**src/rtl/rc4_pkg.sv**
```systemverilog
// Shared definitions for the RC4 keystream blocks (generator and XOR stream).
package rc4_pkg;

  localparam int BYTE_W        = 8;
  // Keystream bytes per generator ckey word; the generator uses the same default.
  localparam int NUMS_OF_BYTES = 4;

  typedef enum logic [1:0] {
    IDLE = 2'd0,
    RUN  = 2'd1,
    FIN  = 2'd2
  } xor_state_e;

endpackage

```
**src/rtl/rc4_ks_fifo.sv**
```systemverilog
// Keystream word FIFO. Flush has priority over a same-cycle push or pop.
// DEPTH must be a power of 2 so the pointers wrap naturally.
module rc4_ks_fifo #(
  parameter int WORD_W = 32,
  parameter int DEPTH  = 4
) (
  input  logic              clk,
  input  logic              rst_n,
  input  logic              push,
  input  logic [WORD_W-1:0] wdata,
  input  logic              pop,
  input  logic              flush,
  output logic              full,
  output logic              empty,
  output logic [WORD_W-1:0] head
);
  localparam int AW = $clog2(DEPTH);
  localparam logic [AW:0] DEPTH_C = (AW+1)'(DEPTH);

  logic [WORD_W-1:0] mem [DEPTH];
  logic [AW-1:0]     wr_ptr, rd_ptr;
  logic [AW:0]       count;
  logic              do_push, do_pop;

  assign full    = (count == DEPTH_C);
  assign empty   = (count == '0);
  assign head    = mem[rd_ptr];
  // Full blocks a push even if a pop frees a slot in the same cycle.
  assign do_push = push && !full && !flush;
  assign do_pop  = pop && !empty && !flush;

  // Storage array; no reset needed, contents are only read when non-empty.
  always_ff @(posedge clk) begin
    if (do_push) mem[wr_ptr] <= wdata;
  end

  // Pointer and occupancy bookkeeping.
  always_ff @(posedge clk or negedge rst_n) begin
    if (!rst_n) begin
      wr_ptr <= '0;
      rd_ptr <= '0;
      count  <= '0;
    end else if (flush) begin
      wr_ptr <= '0;
      rd_ptr <= '0;
      count  <= '0;
    end else begin
      if (do_push) wr_ptr <= wr_ptr + 1'b1;
      if (do_pop)  rd_ptr <= rd_ptr + 1'b1;
      case ({do_push, do_pop})
        2'b10:   count <= count + 1'b1;
        2'b01:   count <= count - 1'b1;
        default: count <= count;
      endcase
    end
  end

endmodule

```
**src/rtl/rc4_xor_stream.sv**
```systemverilog
// RC4 keystream consumer: buffers keystream words, serialises them byte by
// byte and XORs each byte with one plaintext byte under valid/ready.
// Optional macro RC4_XOR_STATS_EN adds a saturating ciphertext handshake
// counter on port ct_count.
module rc4_xor_stream #(
  parameter int NUMS_OF_BYTES = rc4_pkg::NUMS_OF_BYTES,
  parameter int FIFO_DEPTH    = 4,
  parameter int LEN_W         = 16
) (
  input  logic                       clk,
  input  logic                       rst_n,
  input  logic                       start,
  input  logic [LEN_W-1:0]           msg_len,
  input  logic                       ks_flush,
  input  logic                       ks_valid,
  output logic                       ks_ready,
  input  logic [NUMS_OF_BYTES*8-1:0] ks_data,
  input  logic                       pt_valid,
  output logic                       pt_ready,
  input  logic [7:0]                 pt_data,
  output logic                       ct_valid,
  input  logic                       ct_ready,
  output logic [7:0]                 ct_data,
  output logic                       busy,
  output logic                       done
`ifdef RC4_XOR_STATS_EN
  ,
  output logic [31:0]                ct_count
`endif
);
  import rc4_pkg::*;

  localparam int WORD_W = NUMS_OF_BYTES * BYTE_W;
  localparam int LANE_W = (NUMS_OF_BYTES > 1) ? $clog2(NUMS_OF_BYTES) : 1;
  localparam logic [LANE_W-1:0] LAST_LANE = LANE_W'(NUMS_OF_BYTES - 1);

  xor_state_e                             state;
  logic [LEN_W-1:0]                       remaining;
  logic [LANE_W-1:0]                      lane;
  logic                                   fifo_full, fifo_empty, fifo_pop;
  logic                                   pt_accept, ct_hs;
  logic [WORD_W-1:0]                      head;
  logic [NUMS_OF_BYTES-1:0][BYTE_W-1:0]   head_bytes;

  rc4_ks_fifo #(
    .WORD_W (WORD_W),
    .DEPTH  (FIFO_DEPTH)
  ) u_ks_fifo (
    .clk   (clk),
    .rst_n (rst_n),
    .push  (ks_valid && ks_ready),
    .wdata (ks_data),
    .pop   (fifo_pop),
    .flush (ks_flush),
    .full  (fifo_full),
    .empty (fifo_empty),
    .head  (head)
  );

  // Byte 0 of the word sits in bits [7:0] and is consumed first.
  assign head_bytes = head;
  assign ks_ready   = !fifo_full;
  assign pt_ready   = (state == RUN) && (remaining != '0) && !fifo_empty &&
                      (!ct_valid || ct_ready);
  assign pt_accept  = pt_valid && pt_ready;
  assign ct_hs      = ct_valid && ct_ready;
  assign fifo_pop   = pt_accept && (lane == LAST_LANE);
  assign busy       = (state == RUN);
  assign done       = (state == FIN);

  // Message FSM: remaining counts plaintext bytes still to accept.
  always_ff @(posedge clk or negedge rst_n) begin
    if (!rst_n) begin
      state     <= IDLE;
      remaining <= '0;
    end else begin
      case (state)
        IDLE: if (start) begin
          remaining <= msg_len;
          state     <= (msg_len == '0) ? FIN : RUN;
        end
        RUN: begin
          if (pt_accept) remaining <= remaining - 1'b1;
          // With nothing left to accept, the byte in ct_data is the last one.
          if (ct_hs && remaining == '0) state <= FIN;
        end
        FIN:     state <= IDLE;
        default: state <= IDLE;
      endcase
    end
  end

  // Lane pointer into the head word; persists across messages until flush.
  always_ff @(posedge clk or negedge rst_n) begin
    if (!rst_n)             lane <= '0;
    else if (ks_flush)      lane <= '0;
    else if (pt_accept)     lane <= (lane == LAST_LANE) ? '0 : lane + 1'b1;
  end

  // Ciphertext output register; holds until the sink takes it.
  always_ff @(posedge clk or negedge rst_n) begin
    if (!rst_n) begin
      ct_valid <= 1'b0;
      ct_data  <= '0;
    end else if (pt_accept) begin
      ct_valid <= 1'b1;
      ct_data  <= pt_data ^ head_bytes[lane];
    end else if (ct_ready) begin
      ct_valid <= 1'b0;
    end
  end

`ifdef RC4_XOR_STATS_EN
  // Saturating count of ciphertext handshakes since reset.
  always_ff @(posedge clk or negedge rst_n) begin
    if (!rst_n)                        ct_count <= '0;
    else if (ct_hs && ct_count != '1)  ct_count <= ct_count + 1'b1;
  end
`endif

endmodule

```
**config.mk**
```make
export PLATFORM = sky130hd
export DESIGN_NAME = rc4_xor_stream
export DESIGN_NICKNAME = d
export VERILOG_FILES = /design/src/rtl/rc4_pkg.sv /design/src/rtl/rc4_ks_fifo.sv /design/src/rtl/rc4_xor_stream.sv
export SDC_FILE = /design/constraint.sdc
export NUM_CORES = 1
export LEC_CHECK = 0
export CAP_MARGIN = 30
export CORE_MARGIN = 5
export CORE_UTILIZATION = 50
export DETAILED_ROUTE_END_ITERATION = 10
export PLACE_DENSITY = 0.72
export SYNTH_ARGS = -nofsm -noshare
export SYNTH_HDL_FRONTEND = slang
export SYNTH_SLANG_ARGS = --single-unit
```
**constraint.sdc**
```tcl
create_clock -name clk -period 3.45 [get_ports clk]
set_clock_uncertainty 0.2 [all_clocks]
set_input_delay 1.035 -clock clk [delete_from_list [all_inputs] [get_ports clk]]
set_output_delay 1.035 -clock clk [all_outputs]
set_load 0.01 [all_outputs]
```
# Word level (Yosys, flattened, before mapping)
# Memory sizes are Yosys's and may differ from the RTL's.
# Index checks and enable logic that the tools add are counted.
dict set report op_classes {
  add_sub_neg 6
  order_cmp 1
  eq_ne 9
  muxes 22
  n_bitwise 1
  n_reduce_logical 30
}
# op n
set ops {}
lappend ops {{16-bit zero test} 2}
lappend ops {{16-bit 2-to-1 mux} 2}
lappend ops {{16-bit case mux with 2 select lines} 1}
lappend ops {{2-bit 2-to-1 mux} 10}
lappend ops {{8-bit binary-select mux with 2-bit select} 1}
lappend ops {{16-bit nonzero test} 1}
lappend ops {{16-bit by 1-bit subtractor with 16-bit output (second input constant)} 1}
lappend ops {{1-bit logical AND} 12}
lappend ops {{2-bit nonzero test} 5}
lappend ops {{8-bit 2-to-1 mux} 1}
lappend ops {{8-bit bitwise XOR} 1}
lappend ops {{2-bit by 1-bit adder with 2-bit output (second input constant)} 3}
lappend ops {{2-bit equality test (second input constant)} 3}
lappend ops {{3-bit case mux with 2 select lines} 1}
lappend ops {{2-bit by 1-bit equality test with 1-bit output (second input constant)} 2}
lappend ops {{1-bit zero test} 4}
lappend ops {{1-bit 2-to-1 mux} 4}
lappend ops {{2-bit by 1-bit != test with 1-bit output (second input constant)} 2}
lappend ops {{2-bit case mux with 2 select lines} 1}
lappend ops {{3-bit by 1-bit adder with 3-bit output (second input constant)} 1}
lappend ops {{3-bit equality test (second input constant)} 1}
lappend ops {{3-bit zero test} 1}
lappend ops {{2-bit by 3-bit less-than comparator with 1-bit output (second input constant)} 1}
lappend ops {{3-bit 2-to-1 mux} 1}
lappend ops {{other kinds (7)} 7}
dict set report totals {
  register_bits 36
  ramBits 128
  inputBits 63
  output_inout_bits 13
  n_memories 1
}
# memory depth width rd rd_clocked_by_memory_dff write_ports line_no
set memory_table {}
lappend memory_table {u_ks_fifo.mem 4 32 1 0 1 rc4_ks_fifo.sv:20} ;# logic [WORD_W-1:0] mem [DEPTH];

# Depth between registers and ports, before layout
dict set report depth {
  depth_word 11
  depth_mapped 10
}

# Hierarchy
# A second synthesis with hierarchy kept.
dict set report hier_totals {
  cells_unflattened 437
  area_unflattened_um2 7158.1
}
# mod n_inst cells_each area_per_inst_um2 seq_area_each_um2
set modules_own_cells {}
lappend modules_own_cells {rc4_ks_fifo 1 232 5178.7 4018.9}
lappend modules_own_cells {rc4_xor_stream 1 205 1979.4 725.7}

# Least setup slack after synthesis
# No wires, ideal clock.
dict set report synth_path {
  kind {input port to flip-flop}
  startpoint {in ct_ready}
  endpoint {reg u_ks_fifo.count[2]}
  setup_time_ns 0.128
  arrival_ns 2.601
  t_required_ns 3.122
  setup_slack_ns 0.522
  cell_stages 8
  cell_sequence {nand2b_1 nor4b_2 o21ai_4 nor3_1 fa_1 nor2_1 mux2i_1 mux2_1}
}
dict set report synth_between {
  elab_chain_cells 9
  elab_cells_between_ends 11
}
# element line_no
set synth_rtl {}
lappend synth_rtl {{from (decl)} rc4_xor_stream.sv:22} ;# input logic ct_ready,
lappend synth_rtl {{1-bit logical OR *} rc4_xor_stream.sv:64} ;# (!ct_valid || ct_ready);
lappend synth_rtl {{1-bit logical AND *} rc4_xor_stream.sv:63} ;# assign pt_ready = (state == RUN) && (remaining != '0) && !fifo_empty &&
lappend synth_rtl {{1-bit logical AND *} rc4_xor_stream.sv:65} ;# assign pt_accept = pt_valid && pt_ready;
lappend synth_rtl {{1-bit logical AND *} rc4_xor_stream.sv:67} ;# assign fifo_pop = pt_accept && (lane == LAST_LANE);
lappend synth_rtl {{1-bit logical AND * (2 in a row)} rc4_ks_fifo.sv:30} ;# assign do_pop = pop && !empty && !flush;
lappend synth_rtl {{2-bit by 1-bit equality test with 1-bit output / 2-bit equality test (equally long branches)} rc4_ks_fifo.sv:50} ;# case ({do_push, do_pop})
lappend synth_rtl {{3-bit case mux with 2 select lines} rc4_ks_fifo.sv:50}
lappend synth_rtl {{3-bit 2-to-1 mux} rc4_ks_fifo.sv:43} ;# end else if (flush) begin
lappend synth_rtl {{to (signal assigned)} rc4_ks_fifo.sv:51} ;# 2'b10: count <= count + 1'b1;
lappend synth_rtl {{to (signal assigned)} rc4_ks_fifo.sv:52} ;# 2'b01: count <= count - 1'b1;
lappend synth_rtl {{to (signal assigned)} rc4_ks_fifo.sv:53} ;# default: count <= count;
lappend synth_rtl {{to (decl)} rc4_ks_fifo.sv:22} ;# logic [AW:0] count;
# Mark *: on every way between the ends. The rest lies on a longest branch, timed or not.
# A chain may end at the register's enable or synchronous reset.

# Worst setup path in the final report
dict set report layout_path {
  startpoint {in ct_ready}
  endpoint {out pt_ready}
}
dict set report layout_between {
  elab_chain_cells 2
}
# element line_no
set layout_rtl {}
lappend layout_rtl {{1-bit logical OR} rc4_xor_stream.sv:64}
lappend layout_rtl {{1-bit logical AND} rc4_xor_stream.sv:63}
lappend layout_rtl {{to (decl)} rc4_xor_stream.sv:19} ;# output logic pt_ready,
# Every way passes these cells.

==> metrics <==
# hold bufs at CTS 0; Synth Flop Type edfxtp_1; Initial Utilization 0.511; first-pass GRT wire length 24300 um; Synth Instances 456; # setup viols final 0; clk root buf clkbuf_16; worst min path class flop to flop; clk buf depth 2; final WL 15300 um; worst-path maximum fanout 2; Worst VDD drop 0.000419 V; most frequent cells in the layout edfxtp_1, clkdlybuf4s50_1, dfrtp_1; # rows 43; Slew Viols, Final 0; setup_tns 0 ps; max_slew headroom 0.428; status complete, no violations; crit end category output port; pin count of the biggest net entering global routing 37; Tightest Pin Transition 858 ps; sequential fraction of the synthesis area 0.666; Leak 3.01 nW; DP Area 0.00817 mm^2; Top-Level Pins 76; # fillers 987; final instance area 0.00881 mm^2; die area 0.0167 mm^2; Final #Nets 614; Final Hold Vio Count 0; post-route clock period utilization 0.967; area of the multi-input gates 0.00224 mm^2; routed vias 4341; critical path arrival 2100 ps; kind of critical path primary input to output port; Synth async-reset ratio 0.220; final core occ 0.632; IO buf count 75; critical path launch point type primary input; adder-cell share of the synthesized area 0.0134; Via density 5.89; mux share of post-synthesis cell area 0.109; H-tree depth reported by CTS 4; worst path required time 2210 ps; Post-synth EDFFs 128; core area 0.0139 mm^2; RSZ-0062 raised after global routing no; post-DP HPWL 9780 um; Clk Latency, worst-skew pair 420 ps; Die X 129 um; Synth Cell Area 0.00712 mm^2; simple-gate share of the synthesized area 0.0898; Tot Pwr 0.00520 W; 1st-iter DRT viols 256; CTS tree built; syn avg cell area 15.6 um^2; commonest non-fill, non-tap cell in the layout edfxtp_1; Tmin final 3340 ps; GR Util All Layers 0.194; clock sinks 164; Distinct cells, synth 62; antenna cells 0; clk slew on worst S/H paths 70 ps; combinational family with the most area after synthesis multiplexers; gr ovfl total 0; WL per Instance 20.8 um; Yosys reg bits 164; FF+latch area 0.00474 mm^2; antenna violations before repair 0; DRC viols 0; Syn Nets 526; layout cell share with drive strength beyond 1 0.178; yosys warns 0; Final GP Congestion 0.857; synth-to-layout area growth 23.7%; 1st-pass router iterations 5; number of global-route vias before repair 4505; Fmax 300 MHz; Synth Area in Compound Gates 0.0838; clock buffers created by TritonCTS 17; Routed Antenna Nets 0; PwrDens 590 mW/mm^2; die height 129 um; max-capacitance violation count 0; Synth Area in XOR/XNOR 0.0158
[where the power goes]
part | leakage [nW] | switching [W] | internal (W)
clock | 0.304 | 0.000802 | 0.00116
sequential | 1.61 | 0.000176 | 0.00232
combinational | 1.10 | 0.000354 | 0.000379
[worst max-delay path, cell delays in order]
cell	delay, ps
clkdlybuf4s50_1	480
nand2b_4	140
nand3b_4	80
nor2_1	100
dlygate4sd2_1	270
[registers in the layout, summed over array words and instances, names as in the netlist]
signal            count
ct_data               8
ct_valid              1
lane                  2
remaining            16
state                 2
u_ks_fifo.count       3
u_ks_fifo.mem       128
u_ks_fifo.rd_ptr      2
u_ks_fifo.wr_ptr      2
[cell families after synthesis]
family,after synthesis
XOR/XNOR,12
adder cells (fa/ha/maj),7
buffers and inverters,31
flip-flops,164
multiplexers,37
AO/OA/AOI/OAI,84
AND/OR/NAND/NOR,121
[per-stage QoR]
stage | hold slack, ps | instances | worst slack [ps]
after floorplan | 248 | 456 | 522
after detailed placement | 269 | 705 | -206
after global placement | 262 | 705 | -189
final | 280 | 737 | 112
after CTS | 285 | 737 | 52.9
after global routing | 333 | 737 | 5.10
[metal layers]
layer	track usage	vias to the layer above	part of all wire	routed length, um
met5	0	-	0	0
met4	0.0636	0	0.016	238
met3	0.0425	20	0.049	744
met2	0.332	138	0.52	7920
met1	0.247	2211	0.42	6420
li1	-	1972	-	-
[timing repair]
item / 4_1_cts / 5_1_grt
resized for setup: 2 / 2
setup endpoints to repair: 1 / 1
setup buffers: 0 / 0
[cell usage after synthesis (all sizes together), types with 2 or more instances]
master | count | area (um^2)
a21oi | 13 | 65.1
a22o | 2 | 17.5
a22oi | 19 | 143
a31oi | 7 | 43.8
a41oi | 3 | 26.3
and2 | 7 | 43.8
buf | 13 | 81.3
clkbuf | 11 | 41.3
dfrtp | 36 | 901
edfxtp | 128 | 3840
ha | 6 | 75.1
inv | 6 | 22.5
mux2 | 2 | 26.3
mux2i | 3 | 30.0
mux4 | 32 | 721
nand2 | 34 | 128
nand2b | 4 | 25.0
nand3 | 6 | 30.0
nand3b | 3 | 35.0
nor2 | 32 | 130
nor2b | 6 | 37.5
nor3 | 9 | 50.1
nor3b | 2 | 20.0
nor4 | 7 | 50.1
o21ai | 15 | 86.3
o22a | 11 | 96.3
o22ai | 2 | 12.5
o31ai | 4 | 30.0
or2 | 2 | 12.5
or4 | 3 | 26.3
xnor2 | 10 | 95.1
xor2 | 2 | 17.5
[cell type report]
class / count / share of cell area
clock buffer: 17 / 0.0483
clock inverter: 15 / 0.0227
inverter: 7 / 0.00355
multi-input combinational: 261 / 0.254
sequential: 164 / 0.539
tap: 180 / 0.0256
timing repair buffer: 93 / 0.107
[path summary, 6_finish.rpt]
kind / start / cells after the start / end / slack (ps)
setup / recovery: ct_ready / 5 / pt_ready / 110
hold / removal: ct_data[0] / 2 / ct_data[0] / 280
setup reg to reg: lane[0] / 9 / u_ks_fifo.count[2] / 510
hold reg to reg: ct_data[0] / 2 / ct_data[0] / 280
max in group asynchronous: rst_n / 1 / ct_data[5] / 1990
min in group asynchronous: rst_n / 1 / state[0] / 520
(Power assumes the default switching activity.)
